`src/rtl/opendap_sw_dp_regs.sv`:
```
// ---------------------------------------------------------------------------
// opendap_sw_dp_regs
//
// DP register file and AP access launcher for a SW-DP. It sits directly
// behind the serial comms block and receives one parallel access per
// bus_en strobe. The block:
//   * decodes DP reads/writes (DPIDR, CTRL/STAT, DLCR, TARGETID, DLPIDR,
//     SELECT, RDBUFF, ABORT, TARGETSEL)
//   * holds the sticky flags WDATAERR / STICKYERR / STICKYORUN and READOK
//   * synchronises the power-up / reset acknowledges into CTRL/STAT
//   * launches single posted accesses to the AP interconnect and captures
//     the AP read result in RDBUFF
//   * drives the combinational WAIT / FAULT / protocol-error qualifiers that
//     the comms block samples at the park bit
//
// Ports
//   swclk, rst_n              debug clock, asynchronous active-low reset
//   bus_addr/r_nw/ap_ndp      access header: A[3:2], direction, AP/DP select
//   bus_wdata, bus_en         write data and one-cycle access strobe
//   bus_rdata                 read data (combinational from header + state)
//   dp_set_wdataerr           set WDATAERR
//   dp_set_stickyorun         set STICKYORUN
//   dp_clear_readok           clear READOK
//   dp_orundetect             CTRL/STAT.ORUNDETECT
//   dp_acc_fault/wait/protocol_err  response qualifiers (combinational)
//   cdbgpwrupreq, csyspwrupreq, cdbgrstreq   request outputs (registered)
//   cdbgpwrupack, csyspwrupack, cdbgrstack   asynchronous acknowledges
//   ap_en                     one-cycle AP access start
//   ap_sel, ap_addr, ap_r_nw, ap_wdata       AP access fields, held per launch
//   ap_abort                  one-cycle DAPABORT pulse
//   ap_done, ap_err, ap_rdata AP completion, error and read data
// ---------------------------------------------------------------------------
module opendap_sw_dp_regs #(
    parameter logic [31:0] DPIDR_VALUE    = 32'h0BC12477,
    parameter logic [31:0] TARGETID_VALUE = 32'h00000001,
    parameter logic [31:0] DLPIDR_VALUE   = 32'h00000001
) (
    input  logic        swclk,
    input  logic        rst_n,

    input  logic [1:0]  bus_addr,
    input  logic        bus_r_nw,
    input  logic        bus_ap_ndp,
    input  logic [31:0] bus_wdata,
    input  logic        bus_en,
    output logic [31:0] bus_rdata,

    input  logic        dp_set_wdataerr,
    input  logic        dp_set_stickyorun,
    input  logic        dp_clear_readok,
    output logic        dp_orundetect,

    output logic        dp_acc_fault,
    output logic        dp_acc_wait,
    output logic        dp_acc_protocol_err,

    output logic        cdbgpwrupreq,
    output logic        csyspwrupreq,
    output logic        cdbgrstreq,
    input  logic        cdbgpwrupack,
    input  logic        csyspwrupack,
    input  logic        cdbgrstack,

    output logic        ap_en,
    output logic [7:0]  ap_sel,
    output logic [7:0]  ap_addr,
    output logic        ap_r_nw,
    output logic [31:0] ap_wdata,
    output logic        ap_abort,
    input  logic        ap_done,
    input  logic        ap_err,
    input  logic [31:0] ap_rdata
);

    // -----------------------------------------------------------------------
    // State
    // -----------------------------------------------------------------------
    // Acknowledge synchronisers, bit order {csyspwrupack, cdbgpwrupack, cdbgrstack}
    logic [2:0]  ack_meta_r;
    logic [2:0]  ack_sync_r;

    // SELECT fields
    logic [7:0]  apsel_r;
    logic [3:0]  apbanksel_r;
    logic [3:0]  dpbanksel_r;

    // CTRL/STAT writable bits
    logic        csyspwrupreq_r;
    logic        cdbgpwrupreq_r;
    logic        cdbgrstreq_r;
    logic        orundetect_r;

    // CTRL/STAT status flags
    logic        wdataerr_r;
    logic        readok_r;
    logic        stickyerr_r;
    logic        stickyorun_r;

    // Read buffer for posted AP reads
    logic [31:0] rdbuff_r;

    // AP launch state
    logic        ap_busy_r;
    logic        ap_en_r;
    logic [7:0]  ap_sel_r;
    logic [7:0]  ap_addr_r;
    logic        ap_r_nw_r;
    logic [31:0] ap_wdata_r;
    logic        ap_abort_r;

    // -----------------------------------------------------------------------
    // Combinational decode
    // -----------------------------------------------------------------------
    logic        hdr_dp_rd_s;
    logic        hdr_dp_wr_s;
    logic        hdr_rdbuff_s;
    logic        sticky_any_s;
    logic        fault_s;
    logic        wait_s;
    logic        perr_s;
    logic        accept_s;
    logic        ap_launch_s;
    logic        wr_abort_s;
    logic        wr_ctrl_s;
    logic        wr_select_s;
    logic        rd_rdbuff_s;
    logic        done_acc_s;
    logic [31:0] ctrl_stat_s;
    logic [31:0] rdata_s;

    // Header decode, response qualifiers and access qualification.
    always_comb begin
        hdr_dp_rd_s  = !bus_ap_ndp && bus_r_nw;
        hdr_dp_wr_s  = !bus_ap_ndp && !bus_r_nw;
        hdr_rdbuff_s = hdr_dp_rd_s && (bus_addr == 2'd3);
        sticky_any_s = stickyerr_r | stickyorun_r | wdataerr_r;

        // FAULT outranks WAIT: a faulted AP header must never see WAIT.
        fault_s      = bus_ap_ndp && sticky_any_s;
        wait_s       = !fault_s && ap_busy_r && (bus_ap_ndp || hdr_rdbuff_s);
        perr_s       = hdr_dp_wr_s && (bus_addr == 2'd1) && (dpbanksel_r >= 4'd2);

        // An access answered with WAIT or FAULT has no side effect here.
        accept_s     = bus_en && !fault_s && !wait_s;
        ap_launch_s  = accept_s && bus_ap_ndp;
        wr_abort_s   = accept_s && hdr_dp_wr_s && (bus_addr == 2'd0);
        wr_ctrl_s    = accept_s && hdr_dp_wr_s && (bus_addr == 2'd1) && (dpbanksel_r == 4'd0);
        wr_select_s  = accept_s && hdr_dp_wr_s && (bus_addr == 2'd2);
        rd_rdbuff_s  = accept_s && hdr_rdbuff_s;

        // Completion counts only for an outstanding access, and never in the
        // same cycle that access is being presented on ap_en.
        done_acc_s   = ap_done && ap_busy_r && !ap_en_r;
    end

    // CTRL/STAT read image.
    always_comb begin
        ctrl_stat_s = {ack_sync_r[2], csyspwrupreq_r,
                       ack_sync_r[1], cdbgpwrupreq_r,
                       ack_sync_r[0], cdbgrstreq_r,
                       18'h00000,
                       wdataerr_r, readok_r, stickyerr_r,
                       3'b000,
                       stickyorun_r, orundetect_r};
    end

    // Read data mux: AP reads return the previous result held in RDBUFF.
    always_comb begin
        rdata_s = 32'h00000000;
        if (bus_ap_ndp) begin
            if (bus_r_nw) begin
                rdata_s = rdbuff_r;
            end else begin
                rdata_s = 32'h00000000;
            end
        end else if (bus_r_nw) begin
            case (bus_addr)
                2'd0: rdata_s = DPIDR_VALUE;
                2'd1: begin
                    case (dpbanksel_r)
                        4'd0:    rdata_s = ctrl_stat_s;
                        4'd1:    rdata_s = 32'h00000000;
                        4'd2:    rdata_s = TARGETID_VALUE;
                        4'd3:    rdata_s = DLPIDR_VALUE;
                        default: rdata_s = 32'h00000000;
                    endcase
                end
                2'd2:    rdata_s = 32'h00000000;
                2'd3:    rdata_s = rdbuff_r;
                default: rdata_s = 32'h00000000;
            endcase
        end else begin
            rdata_s = 32'h00000000;
        end
    end

    // -----------------------------------------------------------------------
    // Sequential state
    // -----------------------------------------------------------------------

    // Two-flop synchronisers for the asynchronous acknowledges.
    always_ff @(posedge swclk or negedge rst_n) begin
        if (!rst_n) begin
            ack_meta_r <= 3'b000;
            ack_sync_r <= 3'b000;
        end else begin
            ack_meta_r <= {csyspwrupack, cdbgpwrupack, cdbgrstack};
            ack_sync_r <= ack_meta_r;
        end
    end

    // SELECT register.
    always_ff @(posedge swclk or negedge rst_n) begin
        if (!rst_n) begin
            apsel_r     <= 8'h00;
            apbanksel_r <= 4'h0;
            dpbanksel_r <= 4'h0;
        end else if (wr_select_s) begin
            apsel_r     <= bus_wdata[31:24];
            apbanksel_r <= bus_wdata[7:4];
            dpbanksel_r <= bus_wdata[3:0];
        end
    end

    // CTRL/STAT writable bits: power/reset requests and ORUNDETECT.
    always_ff @(posedge swclk or negedge rst_n) begin
        if (!rst_n) begin
            csyspwrupreq_r <= 1'b0;
            cdbgpwrupreq_r <= 1'b0;
            cdbgrstreq_r   <= 1'b0;
            orundetect_r   <= 1'b0;
        end else if (wr_ctrl_s) begin
            csyspwrupreq_r <= bus_wdata[30];
            cdbgpwrupreq_r <= bus_wdata[28];
            cdbgrstreq_r   <= bus_wdata[26];
            orundetect_r   <= bus_wdata[0];
        end
    end

    // Sticky flags and READOK; a set event wins over an ABORT clear.
    always_ff @(posedge swclk or negedge rst_n) begin
        if (!rst_n) begin
            wdataerr_r   <= 1'b0;
            stickyorun_r <= 1'b0;
            stickyerr_r  <= 1'b0;
            readok_r     <= 1'b0;
        end else begin
            if (dp_set_wdataerr) begin
                wdataerr_r <= 1'b1;
            end else if (wr_abort_s && bus_wdata[3]) begin
                wdataerr_r <= 1'b0;
            end

            if (dp_set_stickyorun) begin
                stickyorun_r <= 1'b1;
            end else if (wr_abort_s && bus_wdata[4]) begin
                stickyorun_r <= 1'b0;
            end

            if (done_acc_s && ap_err) begin
                stickyerr_r <= 1'b1;
            end else if (wr_abort_s && bus_wdata[2]) begin
                stickyerr_r <= 1'b0;
            end

            if ((done_acc_s && !ap_err && ap_r_nw_r) || rd_rdbuff_s) begin
                readok_r <= 1'b1;
            end else if (dp_clear_readok) begin
                readok_r <= 1'b0;
            end
        end
    end

    // RDBUFF captures the result of each completed AP read.
    always_ff @(posedge swclk or negedge rst_n) begin
        if (!rst_n) begin
            rdbuff_r <= 32'h00000000;
        end else if (done_acc_s && ap_r_nw_r) begin
            rdbuff_r <= ap_rdata;
        end
    end

    // AP launch: strobe, busy tracking, held access fields and DAPABORT.
    always_ff @(posedge swclk or negedge rst_n) begin
        if (!rst_n) begin
            ap_busy_r  <= 1'b0;
            ap_en_r    <= 1'b0;
            ap_sel_r   <= 8'h00;
            ap_addr_r  <= 8'h00;
            ap_r_nw_r  <= 1'b0;
            ap_wdata_r <= 32'h00000000;
            ap_abort_r <= 1'b0;
        end else begin
            ap_en_r    <= ap_launch_s;
            ap_abort_r <= wr_abort_s && bus_wdata[0];

            if (ap_launch_s) begin
                ap_busy_r <= 1'b1;
            end else if (done_acc_s || (wr_abort_s && bus_wdata[0])) begin
                ap_busy_r <= 1'b0;
            end

            if (ap_launch_s) begin
                ap_sel_r   <= apsel_r;
                ap_addr_r  <= {apbanksel_r, bus_addr, 2'b00};
                ap_r_nw_r  <= bus_r_nw;
                ap_wdata_r <= bus_wdata;
            end
        end
    end

    // -----------------------------------------------------------------------
    // Outputs
    // -----------------------------------------------------------------------
    assign bus_rdata           = rdata_s;
    assign dp_acc_fault        = fault_s;
    assign dp_acc_wait         = wait_s;
    assign dp_acc_protocol_err = perr_s;
    assign dp_orundetect       = orundetect_r;
    assign cdbgpwrupreq        = cdbgpwrupreq_r;
    assign csyspwrupreq        = csyspwrupreq_r;
    assign cdbgrstreq          = cdbgrstreq_r;
    assign ap_en               = ap_en_r;
    assign ap_sel              = ap_sel_r;
    assign ap_addr             = ap_addr_r;
    assign ap_r_nw             = ap_r_nw_r;
    assign ap_wdata            = ap_wdata_r;
    assign ap_abort            = ap_abort_r;

endmodule

```
`config.mk`:
```
export PLATFORM = sky130hd
export DESIGN_NAME = opendap_sw_dp_regs
export DESIGN_NICKNAME = d
export VERILOG_FILES = /design/src/rtl/opendap_sw_dp_regs.sv
export SDC_FILE = /design/constraint.sdc
export NUM_CORES = 1
export LEC_CHECK = 0
export BUFFER_PORTS_ARGS = -buffer_cell sky130_fd_sc_hd__buf_2
export CORE_MARGIN = 1
export CORE_UTILIZATION = 53
export CTS_CLUSTER_DIAMETER = 200
export DETAILED_ROUTE_END_ITERATION = 16
export PLACE_DENSITY_LB_ADDON = 0.08
export SYNTH_ARGS = -nofsm -noshare
export SYNTH_HDL_FRONTEND = slang
export SYNTH_SLANG_ARGS = --single-unit
```
`constraint.sdc`:
```
create_clock -name swclk -period 3.6 [get_ports swclk]
set_input_delay 0.54 -clock swclk [delete_from_list [all_inputs] [get_ports swclk]]
set_output_delay 0.54 -clock swclk [all_outputs]
set_load 0.02 [all_outputs]
```
==> impl_metrics.toml, run 1 <==
[floorplan]
die_y_um = 94.3
initial_utilization = 0.549
dieArea_sq_mm = 0.00889
rows = 33
io_pins = 169
die_x_um = 94.3
coreArea_sq_mm = 0.00822

[sta]
finalSetupViolCount = 0
fin_crit_sh = 0.712
worst_slew_pin_slew_ns = 0.725
fin_skew_ns = 0.0113
slew_viol_final = 0
fin_hold_ws_ns = 0.221
timing.final.ws_setup_ns = 1.04
setup_tns_ns = 0
rsz0062_at_grt = "no"
final-hold-violation-count = 0
relSlewSlack = 0.517
min_period_ns = 2.56
fmax_ghz = 0.390

[clock_tree]
h-tree-depth = 3
post-cts-setup-buffer-count = 0
holdBufCountCts = 0
cts_tree = "done"
clk_pin_slew_ns = 0.11
cts_buffers = 9
insertion_delay_ns = 0.36
clock_tree.root_cell = "clkbuf_8"
ctsResizeCount = 0
clk_path_buf_depth = 2
clkSinkCount = 112

[synth]
synth_top_area_cell = "dfrtp_1"
synth.distinct_cells = 36
synthCells = 298
synthFlopType = "dfrtp_1"
synthTopCellsByArea = "dfrtp_1 (62%), mux2_2 (24%), a21o_1 (1.8%), and2_1 (1.7%), a22o_1 (1.4%)"
postSynthAreaPerCell_sq_um = 15.1
async_flop_share = 1.00
synth_edf_count = 0
synth_top_area_share = 0.621
syn_area_sq_mm = 0.00451
ys_seq_area_frac = 0.621
synth-seq-cells = 112
yosysWarningCount = 0

[power]
power.density_mw_per_mm2 = 409
p_int_mw = 1.73
combinationalPowerShare = 0.110
switching_power_mw = 0.586
pwr-share-seq = 0.592
p_leak_nw = 3.28
p_sw_frac = 0.253
peakVddDrop_mv = 0.235
clock_power_share = 0.298
power_mw = 2.31

[min_path]
hold_path_class = "in -> async"

[grt]
grt_usage = 0.223
grt_pass1_vias = 3089
grt_pass1_wl_um = 14900
grt.overflow.total = 0
grt_max_degree = 58
antenna_found_initial = 0

[placed_design]
port-buffer-count = 166
dp.final_hpwl_um = 6650
post-place-ws_ns = 1.14
gp_congestion = 0.744

[setup_path]
cp-start-kind = "flip-flop"
crit_required_ns = 3.06
crit_start = "dpbanksel_r[3]"
worstPathMaxFanout = 10
criticalPathCategory = "reg -> out"
end_kind = "output port"
cp_slowest_cell = "or4b_4"
crit_chain = "or4b_4, nor4_2, buf_4, a221o_1, buf_2"
critPathMaxStageDelay_ns = 0.56
worstReg2RegStart = "dpbanksel_r[3]"
critPathArrivalTime_ns = 2.02

[final_layout]
nNetsFinal = 546
final_layout_size_suffix_gt1_frac = 0.621
syn2layout_area_growth_pct = 25.4
n_antenna_cell = 0

[route]
wl_um = 9320
ant_nets = 0
vias = 3032
drt-pass1-iter-count = 4
wl_per_cell_um = 16.1
via_per_inst = 5.25
first_iter_violations = 106
drcViolationCount = 0

[run_status]
outcome = "finished clean"

[job]
max_cap_violations = 0
-- Yosys cell counts (2+ instances only) --
master and number:
and2_1 12, nand2_1 2, nand2b_1 2, nand4b_1 2, a21o_1 11, nor2b_1 2, buf_1 7, nor3_1 3
or4b_4 2, clkbuf_1 4, inv_1 4, mux2_4 4, buf_4 2, a22o_1 7, a221o_1 4, nand3_1 3
dfrtp_1 112, buf_2 2, mux2_2 95, o21ai_0 2
-- cells in the final DEF (no fill, tap or decap), types with 2 or more instances in the layout --
cell type	instances
nand2b_1	2
inv_1	4
mux2_2	95
nand2_1	2
dfrtp_1	112
conb_1	2
clkbuf_8	10
buf_2	165
or4b_4	2
nor3_1	2
inv_6	2
nand4b_1	2
o21ai_0	2
buf_4	7
a22o_1	7
mux2_4	4
and2_1	12
clkinv_4	2
a21o_1	11
nand3_1	3
a221o_1	4
-- kinds of logic after synthesis --
group	share of synthesized area
DFF	0.621
muxes	0.250
and+or+nand+nor	0.0557
AOI/OAI and AO/OA	0.0513
buffers and inverters	0.0205
other	0.000831
-- per-layer routing --
metal  global-route usage  wire [um]
met2                0.352       4460
met5                    0          0
met1                0.295       3990
met3               0.0453        587
met4                0.105        272
-- flip-flops by register name (all words and copies together), names as in the netlist --
signal	count
ap_wdata	32
apsel_r	8
cdbgrstreq	1
ap_sel	8
cdbgpwrupreq	1
stickyorun_r	1
ack_sync_r	3
ap_addr	6
rdbuff_r	32
ap_busy_r	1
dpbanksel_r	4
stickyerr_r	1
ap_r_nw	1
ack_meta_r	3
csyspwrupreq	1
ap_abort	1
dp_orundetect	1
wdataerr_r	1
ap_en	1
apbanksel_r	4
readok_r	1
-- area by class of cell --
type / instances / area, sq um
clock inverters: 5 / 40.0
multi-input cells: 167 / 1630
flip-flops and latches: 112 / 2800
repair buffers: 173 / 898
well taps: 105 / 131
fillers: 619 / 2560
clock buffers: 11 / 141
inverters: 4 / 15.0
-- final timing paths --
check                                end  slack, ns  depth (start not counted)
max                         bus_rdata[5]       1.04                          5
min                          ap_wdata[6]       0.22                          1
max reg2reg                 csyspwrupreq       1.65                          3
min reg2reg                ack_sync_r[0]       0.36                          0
max in group asynchronous   rdbuff_r[22]       2.62                          2
min in group swclk         ack_meta_r[2]       0.28                          1
-- critical path, delay by kind of cell, from the launching register on --
kind | cells | cell delay [ns]
AOI/OAI and AO/OA | 1 | 0.18
buffers and inverters | 2 | 0.40
DFF | 1 | 0.40
and+or+nand+nor | 2 | 0.70
-- per-stage QoR --
stage | cells | utilization | instance area [sq um]
3_5_place_dp | 561 | 0.666 | 5480
6_report | 577 | 0.688 | 5660
3_3_place_gp | 561 | 0.666 | 5480
2_1_floorplan | 299 | - | 4520
4_1_cts | 577 | 0.688 | 5660
5_1_grt | 577 | 0.688 | 5660
-- power groups by stage --
stage | logic [mW] | registers, mW | clock network, mW
3_5_place_dp | 0.259 | 1.39 | 0
2_1_floorplan | 0.107 | 1.41 | 0
4_1_cts | 0.260 | 1.37 | 0.707
3_3_place_gp | 0.253 | 1.39 | 0
6_report | 0.255 | 1.37 | 0.689
5_1_grt | 0.280 | 1.38 | 0.757
No activity file was read; power rests on OpenSTA's default activity.
==> run 2, diff against run 1 <==
Settings changed: CORE_UTILIZATION 53 to 44.
Clock period 3.6 ns to 2.16 ns, I/O delays scaled along.
==> run 2 against run 1 <==
The flow now finishes with violations (negative setup slack). First-iteration DRC count shrank 54%. Via count grew 1.5%. Power grew 68%. Clock skew shrank 0.0028 ns. Sequential cell count is the same. Clock power grew 65%. Die area grew 20%. Cell count grew 7.1%. Combinational power grew 79%. Utilization shrank 9.2 points. Critical path type unchanged. Critical endpoint is now bus_rdata[6]. Largest power group unchanged. Highest routed layer unchanged.
==> impl_metrics.toml, run 2 (same netlist as run 1, synthesis figures left out) <==
[setup_path]
critPathMaxStageDelay_ns = 0.57
worstPathMaxFanout = 5
r2r_cells = 4
criticalPathCategory = "reg -> out"
critPathArrivalTime_ns = 2.06
crit_chain = "or4b_4, nor4_4, buf_4, buf_6, a221o_1, buf_6"
regToRegEndpoint = "cdbgrstreq"
rrSetupSlack_ns = 0.07
cp_slowest_cell = "or4b_4"
crit_required_ns = 1.84
cp_common_cell = "buf_6"
end_kind = "output port"
worstReg2RegStart = "dpbanksel_r[3]"
crit_buf_inv = 3
cp-start-kind = "flip-flop"
cp_top_family = "simple AND/OR/NAND/NOR gates"

[final_layout]
final_layout_size_suffix_gt1_frac = 0.631
n_antenna_cell = 0
stdcell_count = 618
nFillCells = 820
nNetsFinal = 559
syn2layout_area_growth_pct = 30.3
layout_common_cells = "buf_2 (154), dfrtp_1 (112), mux2_2 (95), buf_4 (19), and2_1 (12)"
multi_input_area_sq_mm = 0.00165
mostFrequentLayoutCell = "buf_2"
seqCellArea_sq_mm = 0.00280

[sta]
rsz0062_at_grt = "yes"
fin_skew_ns = 0.00848
setup_tns_ns = -2.03
finalSetupViolCount = 11
final-hold-violation-count = 0
slew_viol_final = 0
relSlewSlack = 0.609
min_period_ns = 2.39
fin_crit_sh = 1.11
timing.final.ws_setup_ns = -0.227
fmax_ghz = 0.419
worst_slew_pin_slew_ns = 0.586

[route]
ant_nets = 0
first_iter_violations = 49
wl_per_cell_um = 15.8
vias = 3078
via_per_inst = 4.98
wl_um = 9780
drcViolationCount = 0
drt-pass1-iter-count = 4

[clock_tree]
h-tree-depth = 3
clk_pin_slew_ns = 0.10
insertion_delay_ns = 0.37
clkSinkCount = 112
cts_buffers = 9
clk_path_buf_depth = 2
clock_tree.root_cell = "clkbuf_8"
cts_tree = "done"

[floorplan]
die_y_um = 103
dieArea_sq_mm = 0.0107
initial_utilization = 0.457
rows = 36
die_x_um = 103
coreArea_sq_mm = 0.00986
io_pins = 169

[power]
power.density_mw_per_mm2 = 661
p_leak_nw = 3.35
peakVddDrop_mv = 0.384

[placed_design]
dp.final_hpwl_um = 6900
dp_cells = 597
post-place-ws_ns = -0.0302
port-buffer-count = 166
gp_congestion = 0.739

[run_status]
outcome = "finished, violations left"
violations = "negative setup slack"

[grt]
grt_pass1_vias = 2940
grt_usage = 0.188
grt_max_degree = 51
antenna_found_initial = 0
grt.overflow.total = 0
grt_pass1_wl_um = 14700

[job]
max_cap_violations = 0

[min_path]
hold_depth = 1
min-delay-start = "csyspwrupack"
hold-path-endpoint = "ack_meta_r[2]"
hold_path_class = "in -> reg"
[run 2: cell types whose count changed in the layout (fill, tap and decap cells not counted), sizes merged]
cell,change
dlygate4sd3,+1
buf,+12
inv,-2
clkinvlp,+3
clkinv,-1
[run 2: report_power, final]
part	leakage, nW	switching, mW	internal (mW)
Clock	0.0813	0.691	0.448
Combinational	1.76	0.228	0.229
Sequential	1.50	0.0806	2.21
[run 2: stage by stage]
step	area (sq um)	total power [mW]	hold slack (ns)	util
detailed placement	5580	2.77	0.333	0.566
finish	5880	3.89	0.0555	0.596
floorplan	4520	2.54	0.0284	-
CTS	5840	3.93	0.0334	0.592
global placement	5580	2.75	0.331	0.566
global route	5880	4.07	0.0309	0.596
[run 2: final cells by class]
cell class / count / area share
sequential: 112 / 0.477
multi-input combinational: 167 / 0.280
timing repair buffer: 186 / 0.183
tap: 133 / 0.0283
clock buffer: 11 / 0.0240
clock inverter: 5 / 0.00553
inverter: 4 / 0.00255
[run 2: timing repair]
action | CTS | global route
setup endpoints to repair | 17 | 11
setup buffers | 1 | 2
pin swaps | 2 | 4
hold buffers | 1 | 0
endpoints found under the hold margin | 36 | 0
gates resized for setup | 21 | 7
gates cloned | 0 | 1
[run 2: routing by layer]
metal | wire length (um) | track usage | part of all wire
met3 | 667 | 0.0484 | 0.068
met4 | 177 | 0.0953 | 0.018
met1 | 4260 | 0.238 | 0.44
met2 | 4670 | 0.300 | 0.48
met5 | 0 | 0 | 0
[run 2: how the worst max path moves through the flow]
stage | startpoint | to | slack (ns) | cells after the start
3_5_place_dp | bus_addr[1] | bus_rdata[24] | -0.03 | 6
6_report | dpbanksel_r[3] | bus_rdata[6] | -0.23 | 6
5_1_grt | dpbanksel_r[2] | bus_rdata[6] | -0.34 | 6
3_3_place_gp | bus_addr[1] | bus_rdata[10] | -0.0002 | 6
2_1_floorplan | bus_addr[1] | bus_rdata[1] | 0.06 | 4
4_1_cts | dpbanksel_r[3] | bus_rdata[27] | -0.22 | 5
==> run 3, diff against run 2 <==
Settings changed: GPL_TIMING_DRIVEN set to 0.
==> run 3 against run 2 <==
The run still ends with negative setup slack left. Setup slack worse by 0.0067 ns. Maximum frequency down 0.28%. Register-to-register slack about the same. Sequential share of layout area is 0.14 points lower. Largest cell class unchanged.
==> impl_metrics.toml, run 3 (same netlist as run 1, synthesis figures left out) <==
[sta]
fin_skew_ns = 0.00796
fin_crit_sh = 1.11
finalSetupViolCount = 11
worst_slew_pin_slew_ns = 0.615
rsz0062_at_grt = "yes"
relSlewSlack = 0.590
min_period_ns = 2.39
fmax_ghz = 0.418
setup_tns_ns = -2.31
timing.final.ws_setup_ns = -0.234
final-hold-violation-count = 0
fin_hold_ws_ns = 0.0627
slew_viol_final = 0

[route]
via_per_inst = 4.92
wl_um = 9700
vias = 3066
first_iter_violations = 38
drt-pass1-iter-count = 4
wl_per_cell_um = 15.6
drcViolationCount = 0
ant_nets = 0

[placed_design]
port-buffer-count = 165
post-place-ws_ns = -0.393
place_area_sq_mm = 0.00554
dp.final_hpwl_um = 6950
gp_congestion = 0.713

[clock_tree]
clk_pin_slew_ns = 0.09
clk_path_buf_depth = 2
cts_buffers = 9
clkSinkCount = 112
h-tree-depth = 3
clock_tree.root_cell = "clkbuf_8"
insertion_delay_ns = 0.36
cts_tree = "done"

[power]
power_mw = 3.91
p_leak_nw = 3.35
peakVddDrop_mv = 0.420
power.density_mw_per_mm2 = 663

[final_layout]
nNetsFinal = 564
final_layout_size_suffix_gt1_frac = 0.610
layout_common_cells = "buf_2 (156), dfrtp_1 (112), mux2_2 (95), and2_1 (12), clkbuf_8 (12)"
multi_input_area_sq_mm = 0.00163
syn2layout_area_growth_pct = 30.7
seqCellArea_sq_mm = 0.00280
nFillCells = 852
n_antenna_cell = 0
mostFrequentLayoutCell = "buf_2"
final_area_sq_mm = 0.00590

[floorplan]
initial_utilization = 0.457
dieArea_sq_mm = 0.0107
die_y_um = 103
die_x_um = 103
rows = 36
coreArea_sq_mm = 0.00986
io_pins = 169

[job]
max_cap_violations = 0

[min_path]
min-delay-start = "csyspwrupack"
hold_path_class = "in -> reg"
hold-path-endpoint = "ack_meta_r[2]"
hold_depth = 1

[setup_path]
regToRegEndpoint = "cdbgrstreq"
criticalPathCategory = "reg -> out"
end_kind = "output port"
cp_slowest_cell = "or4b_4"
rrSetupSlack_ns = 0.07
critPathArrivalTime_ns = 2.07
worstReg2RegStart = "dpbanksel_r[2]"
critPathMaxStageDelay_ns = 0.56
r2r_cells = 4
worstPathMaxFanout = 5
crit_required_ns = 1.84
cp-start-kind = "flip-flop"
crit_chain = "or4b_4, nor4_4, buf_4, clkbuf_16, a22o_1, buf_6"

[grt]
grt_pass1_wl_um = 14300
grt_max_degree = 67
grt.overflow.total = 0
grt_pass1_vias = 2865
antenna_found_initial = 0
grt_usage = 0.180

[run_status]
outcome = "finished, violations left"
violations = "negative setup slack"
run 3: cell count changes in the layout (fill, tap and decap cells not counted), sizes merged:
cell      before  now
clkbuf        11   20
clkinvlp       3    1
buf          185  184
clkinv         2    1
run 3: worst max-delay path by stage:
stage | endpoint | slack, ns | cells after the start | start
5_1_grt | bus_rdata[1] | -0.31 | 6 | dpbanksel_r[2]
3_5_place_dp | bus_rdata[1] | -0.39 | 5 | bus_addr[0]
6_report | bus_rdata[29] | -0.23 | 6 | dpbanksel_r[2]
2_1_floorplan | bus_rdata[1] | 0.06 | 4 | bus_addr[1]
3_3_place_gp | ap_wdata[15] | -0.57 | 1 | rst_n
4_1_cts | bus_rdata[6] | -0.27 | 5 | dpbanksel_r[3]
run 3: timing repair:
item / CTS / global route
pin swaps: 1 / 5
gates resized for setup: 21 / 3
endpoints found under the setup margin: 20 / 28
hold endpoints to repair: 46 / 0
setup buffers: 1 / 6
hold buffers: 1 / 0
cloned: 0 / 1
run 3: layout make-up:
cell class                 instances  share of cell area
timing repair buffer             175               0.172
multi-input combinational        167               0.277
clock buffer                      14              0.0293
tap                              133              0.0282
inverter                           4             0.00255
sequential                       112               0.475
clock inverter                     2             0.00212
buffer                            16              0.0136
run 3: stage by stage:
step            util  std cells
2_1_floorplan      -        299
3_3_place_gp   0.558        597
3_5_place_dp   0.561        598
4_1_cts        0.591        616
5_1_grt        0.598        623
6_report       0.598        623
run 3: power breakdown:
part           total, mW  switching, mW  leakage (nW)  internal [mW]
clock network       1.17          0.657        0.0927          0.515
registers           2.29         0.0750          1.50           2.21
logic              0.449          0.224          1.75          0.225
total               3.91          0.956          3.35           2.95
run 3: metal layers:
layer | wire length [um] | vias up | track usage
li1 | - | 1440 | -
met1 | 4300 | 1515 | 0.231
met2 | 4570 | 101 | 0.284
met3 | 684 | 10 | 0.0517
met4 | 144 | 0 | 0.0813
met5 | 0 | - | 0
run 3: critical path, delay by kind of cell, from the launching register on:
kind	cells	cell delay, ns
compound gates	1	0.14
buf+inv	3	0.42
flops	1	0.41
simple gates	2	0.74
